--- config.mk ---
export PLATFORM = sky130hd
export DESIGN_NAME = rt_ibex_pcs_stack
export DESIGN_NICKNAME = d
export VERILOG_FILES = /design/src/rtl/rt_ibex_pcs_stack.sv
export SDC_FILE = /design/constraint.sdc
export NUM_CORES = 2
export LEC_CHECK = 0
export ABC_CLOCK_PERIOD_IN_PS = 29300
export CORE_MARGIN = 4
export CORE_UTILIZATION = 59
export DETAILED_ROUTE_END_ITERATION = 7
export GPL_TIMING_DRIVEN = 0
export PLACE_DENSITY = 0.8
export SLEW_MARGIN = 10
export SYNTH_ARGS = -nofsm -noshare
export SYNTH_HDL_FRONTEND = slang
export SYNTH_SLANG_ARGS = --single-unit
export TNS_END_PERCENT = 30
--- constraint.sdc ---
create_clock -name clk_i -period 29.3 [get_ports clk_i]
set_input_delay 5.86 -clock clk_i [delete_from_list [all_inputs] [get_ports clk_i]]
set_output_delay 5.86 -clock clk_i [all_outputs]
set_load 0.005 [all_outputs]
--- src/rtl/rt_ibex_pcs_stack.sv ---
// ---------------------------------------------------------------------------
// rt_ibex_pcs_stack
//   Preemptible context-save LIFO for nested interrupts. Every taken interrupt
//   pushes a frame {irq level, saved registers}. Each mret pops the top frame
//   and pulses restore_en_o so the core can reload its register file.
//
// Ports
//   clk_i, rst_i      clock, synchronous active-high reset
//   irq_ack_i         interrupt taken (1-cycle pulse), irq_level_i valid with it
//   store_data_i      flattened register values, valid the cycle after the ack
//   next_mret_i       next retiring instruction is mret (1-cycle pulse)
//   flush_i           drop every frame (applied in IDLE)
//   err_clr_i         clear the sticky overflow/underflow flags
//   restore_data_o    top-of-stack registers (0 when empty)
//   restore_level_o   top-of-stack level tag (0 when empty)
//   restore_en_o      one-cycle restore strobe
//   count_o, full_o, empty_o         occupancy status
//   overflow_o, underflow_o          sticky error flags
// ---------------------------------------------------------------------------
module rt_ibex_pcs_stack #(
    parameter int unsigned NrSavedRegs   = 9,
    parameter int unsigned DataWidth     = 32,
    parameter int unsigned Depth         = 8,
    parameter int unsigned IrqLevelWidth = 8,
    parameter int unsigned CntWidth      = $clog2(Depth + 1)
) (
    input  logic                               clk_i,
    input  logic                               rst_i,
    input  logic                               irq_ack_i,
    input  logic [IrqLevelWidth-1:0]           irq_level_i,
    input  logic [NrSavedRegs*DataWidth-1:0]   store_data_i,
    input  logic                               next_mret_i,
    input  logic                               flush_i,
    input  logic                               err_clr_i,
    output logic [NrSavedRegs*DataWidth-1:0]   restore_data_o,
    output logic [IrqLevelWidth-1:0]           restore_level_o,
    output logic                               restore_en_o,
    output logic [CntWidth-1:0]                count_o,
    output logic                               full_o,
    output logic                               empty_o,
    output logic                               overflow_o,
    output logic                               underflow_o
);

    localparam int unsigned FrameWidth = NrSavedRegs * DataWidth;
    localparam int unsigned IdxWidth   = (Depth > 1) ? $clog2(Depth) : 1;
    localparam logic [CntWidth-1:0] CntOne  = CntWidth'(1);
    localparam logic [CntWidth-1:0] CntFull = CntWidth'(Depth);

    typedef enum logic [1:0] {
        IDLE = 2'd0,
        PUSH = 2'd1,
        POP  = 2'd2
    } state_e;

    state_e                     state_q, state_d;
    logic [CntWidth-1:0]        count_q, count_d;
    logic                       pending_q, pending_d;
    logic [IrqLevelWidth-1:0]   level_q, level_d;
    logic                       overflow_q, overflow_d;
    logic                       underflow_q, underflow_d;

    logic [FrameWidth-1:0]      data_mem_q  [Depth];
    logic [IrqLevelWidth-1:0]   level_mem_q [Depth];

    logic                       mem_we;
    logic [IdxWidth-1:0]        wr_idx;
    logic [IdxWidth-1:0]        top_idx;
    logic                       full;
    logic                       empty;

    assign full    = (count_q == CntFull);
    assign empty   = (count_q == '0);
    assign wr_idx  = IdxWidth'(count_q);
    // Only meaningful when not empty; outputs are forced to 0 otherwise.
    assign top_idx = IdxWidth'(count_q - CntOne);

    // State register and control flops
    always_ff @(posedge clk_i) begin
        if (rst_i) begin
            state_q     <= IDLE;
            count_q     <= '0;
            pending_q   <= 1'b0;
            overflow_q  <= 1'b0;
            underflow_q <= 1'b0;
        end else begin
            state_q     <= state_d;
            count_q     <= count_d;
            pending_q   <= pending_d;
            overflow_q  <= overflow_d;
            underflow_q <= underflow_d;
        end
    end

    // Latched IRQ level and frame storage carry data only, so they are not reset.
    always_ff @(posedge clk_i) begin
        level_q <= level_d;
        if (mem_we) begin
            data_mem_q[wr_idx]  <= store_data_i;
            level_mem_q[wr_idx] <= level_q;
        end
    end

    // Next-state and control update
    always_comb begin
        state_d     = state_q;
        count_d     = count_q;
        pending_d   = pending_q;
        level_d     = level_q;
        // A set event later in this block overrides a same-cycle clear.
        overflow_d  = overflow_q & ~err_clr_i;
        underflow_d = underflow_q & ~err_clr_i;

        unique case (state_q)
            IDLE: begin
                if (flush_i) begin
                    count_d   = '0;
                    pending_d = 1'b0;
                end else if (irq_ack_i) begin
                    level_d = irq_level_i;
                    state_d = PUSH;
                    // mret racing the ack is served once the push is done.
                    if (next_mret_i) begin
                        pending_d = 1'b1;
                    end
                end else if (next_mret_i || pending_q) begin
                    state_d   = POP;
                    pending_d = 1'b0;
                end
            end
            PUSH: begin
                if (full) begin
                    overflow_d = 1'b1;
                end else begin
                    count_d = count_q + CntOne;
                end
                if (next_mret_i) begin
                    pending_d = 1'b1;
                end
                state_d = IDLE;
            end
            POP: begin
                if (empty) begin
                    underflow_d = 1'b1;
                end else begin
                    count_d = count_q - CntOne;
                end
                // An ack landing in POP pushes onto the already-decremented stack.
                if (irq_ack_i) begin
                    level_d = irq_level_i;
                    state_d = PUSH;
                end else begin
                    state_d = IDLE;
                end
            end
            default: begin
                state_d = IDLE;
            end
        endcase
    end

    // Outputs
    always_comb begin
        mem_we       = (state_q == PUSH) && !full;
        restore_en_o = (state_q == POP) && !empty;
        if (empty) begin
            restore_data_o  = '0;
            restore_level_o = '0;
        end else begin
            restore_data_o  = data_mem_q[top_idx];
            restore_level_o = level_mem_q[top_idx];
        end
    end

    assign count_o     = count_q;
    assign full_o      = full;
    assign empty_o     = empty;
    assign overflow_o  = overflow_q;
    assign underflow_o = underflow_q;

endmodule
==> impl_metrics.tcl <==
set metrics [dict create \
    ys_warn_count 0 \
    antenna_found_initial 51 \
    port_buffers 605 \
    syn_inst 4177 \
    cp-endpoint "restore_data_o[121]" \
    cts_hold_buf 0 \
    dpl.hpwl_um 142000 \
    p_seq_frac 0.545 \
    syn_avg_cell_area_um2 21.6 \
    syn2layout_area_growth_pct 20.5 \
    grt_setup_unrepaired "false" \
    r2r_cells 17 \
    outcome "complete, no violations" \
    final-setup-viol-count 0 \
    end_kind "primary output" \
    detail_route.iter0.violations 6004 \
    grt_overflow 0 \
    wl_um 229000 \
    drc 0 \
    power_density_nw_per_um2 64.2 \
    start_util 0.593 \
    p_switching_w 0.00146 \
    crit_top_cell "buf_2" \
    clock_latency_ns 0.83 \
    setup.worst_path.start "count_o[0]$_SDFFE_PP0P_" \
    layout_commonest_cell "edfxtp_1" \
    gp_congestion 0.788 \
    tightest_slew_ns 1.27 \
    cts_buffers 224 \
    use_met2 0.452 \
    peakVddDrop_uv 58.4 \
    path_cells "buf_2, buf_2, buf_4, buf_2, inv_1, ha_1, buf_2, clkbuf_1, clkbuf_1, mux4_2, nand2_1, a21oi_1, clkdlybuf4s50_1" \
    worst-path-max-fanout 10 \
    cp_slowest_stage_delay_ns 0.87 \
    layout_worst_path_cycle_share 0.427 \
    whs_ns 0.516 \
    hold_violations 0 \
    r2r-end "data_mem_q[0][74]$_DFFE_PP_" \
    synth.net_count 4485 \
    fin_crit_ns 12.51 \
    nFillCells 8422 \
    htree_levels 4 \
    synth-seq-cells 2385 \
    grt_first_pass_wirelength_um 329000 \
    synth_edf_count 2376 \
    grt_max_degree 85 \
    cts_resized 0 \
    cts_tree "done" \
    synthArstFlopShare 0 \
    p_leak_nw 33.9 \
    p_int_w 0.00552 \
    layout.nets 5477 \
    antenna_left 0 \
    clock_path_buffers 3 \
    synthFlopType "edfxtp_1" \
    dr.pass1.iters 8 \
    clkPwrFrac 0.405 \
    skew_ns 0.0426 \
    synth_area_um2 90100 \
    path_class "reg -> out" \
    hold_path.class "reg -> reg" \
    ctsRootBufferMaster "clkbuf_16" \
    use_met1 0.398 \
    post-cts-setup-buffers 0 \
    synth_top_cell_area_share 0.792 \
    timing.fmax_mhz 80.0 \
    die_h_um 399 \
    most-common-layout-cells "edfxtp_1 (2376), clkdlybuf4s50_1 (605), nand2_1 (598), mux4_2 (592), a21oi_1 (298)" \
    io_pins 607 \
    cpMaxStageDelayCell "clkbuf_1" \
    synthTopCellsByArea "edfxtp_1 (79%), mux4_2 (15%), nand2_1 (2.5%)" \
    final_core_util 0.715 \
    num_rows 143 \
    dieWidth_um 399 \
    regToRegSetupSlack_ns 23.53 \
    drive_above_1_share 0.219 \
    synth_seq_area_share 0.794 \
    clk_pin_slew_ns 0.06 \
    dieArea_um2 159000 \
    rr_startpoint "count_o[0]$_SDFFE_PP0P_" \
    core_um2 152000 \
    yosys.area.top_type "edfxtp_1" \
    max_slew_margin 0.152 \
    vias 47300 \
    cts.sinks 2385 \
    required_ns 23.44 \
    grt_pass1_vias 47500 \
    drt-vias-per-instance 6.35 \
    p_sw_frac 0.209 \
    grt_busiest_layer "met2" \
    grt_util_met3 0.0636 \
    cp-start-kind "flop" \
    p_comb_frac 0.050 \
    crit_arrival_ns 6.65 \
    ys_types 36 \
    slew_violations 0 \
    maxCapViolCount 0 \
    grtUsageTotal 0.287 \
    drt-wirelength-per-cell_um 30.7 \
]
==> cell type report <==
type	count	area (um^2)	share of cell area
Antenna cell	57	143	0.00131
Buffer	235	997	0.00919
Clock buffer	271	5820	0.0537
Clock inverter	149	1360	0.0125
Inverter	9	41.3	0.000380
Multi-Input combinational cell	1548	17600	0.162
Sequential cell	2385	71500	0.659
Tap cell	2030	2540	0.0234
Timing Repair Buffer	766	8550	0.0788
==> power groups by stage <==
stage / clock network [W] / registers, W / logic (W)
after detailed placement: 0 / 0.00387 / 0.000342
after global placement: 0 / 0.00392 / 0.000320
after CTS: 0.00285 / 0.00380 / 0.000348
after global routing: 0.00301 / 0.00380 / 0.000370
final: 0.00283 / 0.00380 / 0.000348
after floorplan: 0 / 0.00389 / 0.000143
==> per-stage QoR <==
stage	std cells	total power, W	setup TNS (ns)	cell area (um^2)	setup WS (ns)
floorplan	4177	0.00404	0	90100	6.10
global placement	6812	0.00424	-7998.56	98700	-14.23
detailed placement	6973	0.00421	0	101000	17.68
CTS	7393	0.00700	0	108000	16.71
global route	7420	0.00718	0	108000	16.67
finish	7450	0.00697	0	109000	16.79
==> metal layers <==
layer	up-vias	wire, um
met1	24700	82500
met4	12	10000
met2	2920	112000
met5	-	87
li1	19200	-
met3	452	23800
==> cell usage after synthesis, types with 3 or more instances <==
master and number:
edfxtp_1 2376, ha_1 6, nor2_1 16, nor3_1 4
o21ai_0 3, buf_2 87, buf_1 17, dfxtp_1 9
inv_1 9, a21oi_1 298, mux2i_1 5, clkbuf_1 130
mux4_2 592, nand2_1 598, nor2b_1 3
==> critical path: cells and delay by family (launching register included) <==
| family | cells | cell delay, ns |
|---|---|---|
| DFF | 1 | 0.38 |
| buffers and inverters | 9 | 4.47 |
| muxes | 1 | 0.36 |
| and+or+nand+nor | 1 | 0.06 |
| adders and majority gates | 1 | 0.30 |
| AOI/OAI and AO/OA | 1 | 0.21 |
==> state kept, by name (all words and copies together) (netlist names) <==
register	count
count_o	4
data_mem_q	2304
level_mem_q	64
level_q	8
overflow_o	1
pending_q	1
state_q	2
underflow_o	1
==> worst min-delay path by stage <==
| stage | depth (start not counted) | end | from | slack (ns) |
|---|---|---|---|---|
| 5_1_grt | 2 | underflow_o$_SDFF_PP0_ | underflow_o$_SDFF_PP0_ | 0.53 |
| 6_report | 2 | underflow_o$_SDFF_PP0_ | underflow_o$_SDFF_PP0_ | 0.52 |
| 3_5_place_dp | 2 | underflow_o$_SDFF_PP0_ | underflow_o$_SDFF_PP0_ | 0.50 |
| 3_3_place_gp | 2 | overflow_o$_SDFF_PP0_ | overflow_o$_SDFF_PP0_ | 0.47 |
| 4_1_cts | 2 | underflow_o$_SDFF_PP0_ | underflow_o$_SDFF_PP0_ | 0.52 |
| 2_1_floorplan | 2 | overflow_o$_SDFF_PP0_ | overflow_o$_SDFF_PP0_ | 0.48 |
==> logic make-up after synthesis <==
| family | synth area share |
|---|---|
| AO/OA/AOI/OAI | 0.0179 |
| XOR/XNOR | 0.000195 |
| adder cells (fa/ha/maj) | 0.000834 |
| buffers and inverters | 0.0114 |
| flip-flops | 0.794 |
| multiplexers | 0.149 |
| AND/OR/NAND/NOR | 0.0269 |
(Power assumes the default switching activity.)
